$ cat src/rtl/ball_motion.sv
// ball_motion: once per video frame, walks every ball one per clock. Each ball
// picks up pending brick bounces, moves by its velocity and resolves walls,
// ceiling, paddle and floor. Packed centres and the active mask feed the renderer.
module ball_motion #(
    parameter int BALL_NUM = 2,
    parameter int SCREEN_W = 640,
    parameter int SCREEN_H = 480,
    parameter int RADIUS   = 8,
    parameter int PADDLE_Y = 440
) (
    input  logic                  clk,
    input  logic                  rst,
    input  logic                  frame_tick,
    input  logic [BALL_NUM-1:0]   serve,
    input  logic [BALL_NUM-1:0]   bounce_x,
    input  logic [BALL_NUM-1:0]   bounce_y,
    input  logic [9:0]            paddle_x,
    input  logic [7:0]            paddle_w,
    output logic [BALL_NUM*10-1:0] xs,
    output logic [BALL_NUM*10-1:0] ys,
    output logic [BALL_NUM-1:0]   active,
    output logic [5:0]            radius,
    output logic [BALL_NUM-1:0]   lost,
    output logic                  busy
);

    localparam int IDX_W = (BALL_NUM > 1) ? $clog2(BALL_NUM) : 1;
    localparam logic signed [11:0] X_MIN = 12'(RADIUS);
    localparam logic signed [11:0] X_MAX = 12'(SCREEN_W - 1 - RADIUS);
    localparam logic signed [11:0] Y_MIN = 12'(RADIUS);
    localparam logic signed [11:0] Y_PAD = 12'(PADDLE_Y - RADIUS);
    localparam logic signed [11:0] Y_BOT = 12'(SCREEN_H);
    localparam logic [9:0]         X_HOME = 10'(SCREEN_W / 2);
    localparam logic [9:0]         Y_HOME = 10'(PADDLE_Y - RADIUS - 1);
    localparam logic signed [3:0]  V_SERVE_X = 4'sd2;
    localparam logic signed [3:0]  V_SERVE_Y = -4'sd2;

    typedef enum logic [1:0] {B_INACTIVE, B_PARKED, B_MOVING} ball_state_t;
    typedef enum logic {S_IDLE, S_UPD} sweep_state_t;

    sweep_state_t       sweep_reg, sweep_next;
    logic [IDX_W-1:0]   idx_reg, idx_next;

    ball_state_t        bst_reg  [BALL_NUM];
    ball_state_t        bst_next [BALL_NUM];
    logic [9:0]         x_reg    [BALL_NUM];
    logic [9:0]         x_next   [BALL_NUM];
    logic [9:0]         y_reg    [BALL_NUM];
    logic [9:0]         y_next   [BALL_NUM];
    logic signed [3:0]  vx_reg   [BALL_NUM];
    logic signed [3:0]  vx_next  [BALL_NUM];
    logic signed [3:0]  vy_reg   [BALL_NUM];
    logic signed [3:0]  vy_next  [BALL_NUM];
    logic               px_reg   [BALL_NUM];
    logic               px_next  [BALL_NUM];
    logic               py_reg   [BALL_NUM];
    logic               py_next  [BALL_NUM];
    logic               lost_reg [BALL_NUM];
    logic               lost_next[BALL_NUM];
    logic [BALL_NUM-1:0] upd_sel;

    // Shared datapath signals for the ball selected by idx_reg
    logic signed [11:0] cx, cy, nx, ny, pl, pr, pkx;
    logic signed [3:0]  vxa, vya, mv_vx, mv_vy;
    logic               mv_lost;
    ball_state_t        u_st;
    logic [9:0]         u_x, u_y;
    logic signed [3:0]  u_vx, u_vy;
    logic               u_lost;

    function automatic logic signed [3:0] abs4(input logic signed [3:0] v);
        return v[3] ? -v : v;
    endfunction

    // Sweep state and ball index register
    always_ff @(posedge clk or posedge rst) begin
        if (rst) begin
            sweep_reg <= S_IDLE;
            idx_reg   <= '0;
        end else begin
            sweep_reg <= sweep_next;
            idx_reg   <= idx_next;
        end
    end

    // Sweep next-state: start on frame_tick, visit each ball once, then idle
    always_comb begin
        sweep_next = sweep_reg;
        idx_next   = idx_reg;
        busy       = 1'b0;
        case (sweep_reg)
            S_IDLE: begin
                if (frame_tick) begin
                    sweep_next = S_UPD;
                    idx_next   = '0;
                end
            end
            S_UPD: begin
                busy = 1'b1;
                if (idx_reg == IDX_W'(BALL_NUM - 1)) begin
                    sweep_next = S_IDLE;
                    idx_next   = '0;
                end else begin
                    idx_next = idx_reg + 1'b1;
                end
            end
            default: sweep_next = S_IDLE;
        endcase
    end

    // Update datapath: flips, move, walls, ceiling, paddle, floor (12-bit signed)
    always_comb begin
        cx    = $signed({2'b00, x_reg[idx_reg]});
        cy    = $signed({2'b00, y_reg[idx_reg]});
        vxa   = px_reg[idx_reg] ? -vx_reg[idx_reg] : vx_reg[idx_reg];
        vya   = py_reg[idx_reg] ? -vy_reg[idx_reg] : vy_reg[idx_reg];
        mv_vx = vxa;
        mv_vy = vya;
        nx    = cx + {{8{vxa[3]}}, vxa};
        ny    = cy + {{8{vya[3]}}, vya};
        if (nx < X_MIN) begin
            nx    = X_MIN;
            mv_vx = abs4(mv_vx);
        end
        if (nx > X_MAX) begin
            nx    = X_MAX;
            mv_vx = -abs4(mv_vx);
        end
        if (ny < Y_MIN) begin
            ny    = Y_MIN;
            mv_vy = abs4(mv_vy);
        end
        pl = $signed({2'b00, paddle_x});
        pr = pl + $signed({4'b0000, paddle_w});
        // Paddle only catches a descending ball crossing its top surface
        if (mv_vy > 0 && cy <= Y_PAD && ny >= Y_PAD && nx >= pl && nx <= pr) begin
            ny    = Y_PAD;
            mv_vy = -mv_vy;
        end
        mv_lost = (ny >= Y_BOT);

        // A parked ball rides on the paddle centre, kept inside the walls
        pkx = $signed({2'b00, paddle_x}) + $signed({5'b00000, paddle_w[7:1]});
        if (pkx < X_MIN) begin
            pkx = X_MIN;
        end else if (pkx > X_MAX) begin
            pkx = X_MAX;
        end

        u_st   = bst_reg[idx_reg];
        u_x    = x_reg[idx_reg];
        u_y    = y_reg[idx_reg];
        u_vx   = vx_reg[idx_reg];
        u_vy   = vy_reg[idx_reg];
        u_lost = 1'b0;
        case (bst_reg[idx_reg])
            B_PARKED: begin
                u_x = pkx[9:0];
                u_y = Y_HOME;
            end
            B_MOVING: begin
                u_vx = mv_vx;
                u_vy = mv_vy;
                if (mv_lost) begin
                    // Lost ball keeps its last drawn position
                    u_st   = B_INACTIVE;
                    u_lost = 1'b1;
                end else begin
                    u_x = nx[9:0];
                    u_y = ny[9:0];
                end
            end
            default: ;
        endcase
    end

    genvar gi;
    generate
        for (gi = 0; gi < BALL_NUM; gi = gi + 1) begin : g_ball
            assign upd_sel[gi]      = (sweep_reg == S_UPD) && (idx_reg == IDX_W'(gi));
            assign xs[gi*10 +: 10]  = x_reg[gi];
            assign ys[gi*10 +: 10]  = y_reg[gi];
            assign active[gi]       = (bst_reg[gi] != B_INACTIVE);
            assign lost[gi]         = lost_reg[gi];
        end
    endgenerate

    assign radius = 6'(RADIUS);

    // Per-ball next state: sweep update first, then serve, then sticky bounce flags
    always_comb begin
        for (int i = 0; i < BALL_NUM; i++) begin
            bst_next[i]  = bst_reg[i];
            x_next[i]    = x_reg[i];
            y_next[i]    = y_reg[i];
            vx_next[i]   = vx_reg[i];
            vy_next[i]   = vy_reg[i];
            lost_next[i] = 1'b0;
            if (upd_sel[i]) begin
                bst_next[i]  = u_st;
                x_next[i]    = u_x;
                y_next[i]    = u_y;
                vx_next[i]   = u_vx;
                vy_next[i]   = u_vy;
                lost_next[i] = u_lost;
            end
            if (serve[i]) begin
                case (bst_next[i])
                    B_INACTIVE: bst_next[i] = B_PARKED;
                    B_PARKED: begin
                        bst_next[i] = B_MOVING;
                        vx_next[i]  = V_SERVE_X;
                        vy_next[i]  = V_SERVE_Y;
                    end
                    default: ;
                endcase
            end
            // A pulse landing on the clearing update survives to the next frame
            px_next[i] = (px_reg[i] & ~upd_sel[i]) | bounce_x[i];
            py_next[i] = (py_reg[i] & ~upd_sel[i]) | bounce_y[i];
        end
    end

    // Per-ball state registers
    always_ff @(posedge clk or posedge rst) begin
        if (rst) begin
            for (int i = 0; i < BALL_NUM; i++) begin
                bst_reg[i]  <= B_INACTIVE;
                x_reg[i]    <= X_HOME;
                y_reg[i]    <= Y_HOME;
                vx_reg[i]   <= V_SERVE_X;
                vy_reg[i]   <= V_SERVE_Y;
                px_reg[i]   <= 1'b0;
                py_reg[i]   <= 1'b0;
                lost_reg[i] <= 1'b0;
            end
        end else begin
            for (int i = 0; i < BALL_NUM; i++) begin
                bst_reg[i]  <= bst_next[i];
                x_reg[i]    <= x_next[i];
                y_reg[i]    <= y_next[i];
                vx_reg[i]   <= vx_next[i];
                vy_reg[i]   <= vy_next[i];
                px_reg[i]   <= px_next[i];
                py_reg[i]   <= py_next[i];
                lost_reg[i] <= lost_next[i];
            end
        end
    end

endmodule

$ cat config.mk
export PLATFORM = sky130hd
export DESIGN_NAME = ball_motion
export DESIGN_NICKNAME = d
export VERILOG_FILES = /design/src/rtl/ball_motion.sv
export SDC_FILE = /design/constraint.sdc
export NUM_CORES = 1
export LEC_CHECK = 0
export ABC_AREA = 1
export BUFFER_PORTS_ARGS = -buffer_cell sky130_fd_sc_hd__buf_2
export CAP_MARGIN = 20
export CORE_MARGIN = 2
export CORE_UTILIZATION = 35
export CTS_CLUSTER_SIZE = 30
export DETAILED_ROUTE_END_ITERATION = 12
export SKIP_CTS_REPAIR_TIMING = 1
export SYNTH_ARGS = -nofsm -noshare
export SYNTH_HDL_FRONTEND = slang
export SYNTH_SLANG_ARGS = --single-unit
export TNS_END_PERCENT = 10
$ cat constraint.sdc
create_clock -name clk -period 9.6 [get_ports clk]
set_clock_uncertainty 0.15 [all_clocks]
set_input_delay 0.96 -clock clk [delete_from_list [all_inputs] [get_ports clk]]
set_output_delay 0.96 -clock clk [all_outputs]
set_load 0.005 [all_outputs]
==> summary.md <==
| Metric | Value |
|---|---|
| Status | complete, no violations |
| Sequential area share after synthesis | 24.9% |
| Yosys cell types | 51 |
| Crit Path Max Fanout | 29 |
| DR vias/cell | 5.07 |
| # IOs | 78 |
| Main flop type after synthesis | dfrtp_1 |
| Worst-Skew Late Latency | 340 ps |
| Max cap viols | 0 |
| N_diodes | 0 |
| Initial antenna violation count | 0 |
| Die W | 145 µm |
| Die footprint | 21000 µm² |
| Final Net Count | 1184 |
| Worst rel slew slack | 27.0% |
| Max-slew violations | 0 |
| Async S/R FF share, synth | 100% |
| CTS tree | done |
| Iter 0 DRT Violations | 542 |
| Final Hold Vio Count | 0 |
| Layout cells sized above 1 | 14.7% |
| CTS Sinks | 68 |
| First-pass GRT wire length | 33.6 mm |
| Clk root buf | clkbuf_16 |
| Row count | 51 |
| Wire per inst | 15.0 µm |
| Worst-path clk slew | 60 ps |
| Clk buf depth | 2 |
| Core Area | 19500 µm² |
| CP max stage delay | 710 ps |
| Routed met3 length | 1.13 mm |
| Via count | 6881 |
| Largest net degree at the start of global routing | 69 |
| Fin crit share | 90.0% |
| Tmin final | 8640 ps |
| EDFF count, synth | 0 |
| Yosys reg bits | 68 |
| Kind of end point of the critical path | flip-flop |
| Setup TNS Final | 0 ps |
| Gpl congestion | 0.943 |
| Met1 Wirelength | 10.2 mm |
| # fillers | 2044 |
| Crit path required time | 9700 ps |
| Most frequent CP cell | nand2_1 |
| CTS Buf Count | 9 |
| Commonest non-fill, non-tap cells in the layout | 258 x nand2_1, 153 x inv_1, 97 x nand3_1 |
| Worst hold path type | flip-flop to flip-flop |
| Max layer used | met4 |
| Mapped cell area | 6950 µm² |
| Number of nets with antenna violations after routing | 0 |
| Vias in the first global route | 6410 |
| Metal2 WL | 8.67 mm |
| Detailed Routing Iterations Pass 1 | 6 |
| Setup violators final | 0 |
| Congestion Overflow GR | 0 |
| H-tree depth | 3 |
| Die height | 145 µm |
| All-layer global routing usage | 19.6% |
| Most common cell after layout, fill and taps aside | nand2_1 |
| F_max | 116 MHz |
| Gate Count Post-Synth | 1033 |
| Synth Area per Inst | 6.73 µm² |
| DRT Wirelength | 20.3 mm |
| Crit-path slowest cell | dfrtp_2 |
| Port Buffers | 71 |
| Startpoint Class | flip-flop |
| Area growth, synth to finish | 12.4% |
| Synth warn | 0 |
| CP Class | flip-flop to flip-flop |
| Worst-Margin Slew | 1090 ps |
| WP data arrival | 8750 ps |
| Detail Placement HPWL | 15.9 mm |
| DR DRC count | 0 |
| Initial Util | 35.7% |
| RSZ-0062 raised after global routing | false |
stage by stage:
step           utilization, %  hold slack [ps]  setup WS (ps)  std cells  area, µm²
2_1_floorplan               -              303           2450       1037       6970
3_3_place_gp             38.6              314           1330       1340       7500
3_5_place_dp             38.6              316           1050       1340       7500
4_1_cts                  40.1              326           1030       1356       7810
5_1_grt                  40.1              341           47.7       1356       7810
6_report                 40.1              328            956       1356       7810
area by class of cell:
class / count / area [µm²] / share of cell area [%]
repair buffers: 76 / 393 / 5.03
clock inverters: 6 / 71.3 / 0.913
flip-flops and latches: 68 / 1740 / 22.2
inverters: 157 / 589 / 7.54
clock buffers: 10 / 239 / 3.06
multi-input cells: 774 / 4450 / 57.0
well taps: 265 / 332 / 4.24
critical path: cells and delay by family, from the launching register on:
| kind | cells | cell delay [ps] |
|---|---|---|
| adders and majority gates | 5 | 1450 |
| AOI/OAI and AO/OA | 7 | 1530 |
| and+or+nand+nor | 21 | 3080 |
| buffers and inverters | 8 | 1110 |
| xor gates and xnor gates | 2 | 490 |
| DFF | 1 | 710 |
logic make-up after synthesis:
kind of cell	share of synthesized area [%]
simple gates	31.5
buf+inv	11.3
compound gates	14.4
fa+ha+maj	13.2
flops	24.9
xor+xnor	4.39
other cells	0.108
mux	0.144
final timing paths:
kind,startpoint,endpoint,slack [ps],depth (start not counted)
min in group asynchronous,rst,py_reg[0],720,3
worst min register to register,ys[12],ys[12],330,2
worst max-delay path,idx_reg,vx_reg[1],960,43
max in group asynchronous,rst,idx_reg,7980,3
worst min-delay path,ys[12],ys[12],330,2
worst max register to register,idx_reg,vx_reg[1],960,43
cell usage after synthesis, types with 10 or more instances:
cell type / number / area [µm²]
a31oi_1: 26 / 163
inv_1: 154 / 578
xor2_1: 23 / 201
clkbuf_1: 21 / 78.8
nor3_1: 11 / 55.1
ha_1: 67 / 838
o21ai_0: 47 / 235
nand3_1: 97 / 485
nor2_1: 70 / 263
nand2_1: 258 / 968
xnor2_1: 10 / 87.6
or2_2: 11 / 68.8
a21oi_1: 47 / 235
dfrtp_1: 42 / 1050
nand4_1: 12 / 75.1
dfstp_2: 26 / 683
per-layer routing:
| metal | global-route usage, % | up-vias |
|---|---|---|
| li1 | - | 3475 |
| met1 | 29.1 | 3165 |
| met2 | 29.5 | 213 |
| met3 | 3.14 | 28 |
| met4 | 4.80 | 0 |
| met5 | 0 | - |
Power is left out: the tool's default activity adds up to more than one toggle a clock period on the data nets, which glitch-free logic cannot reach.
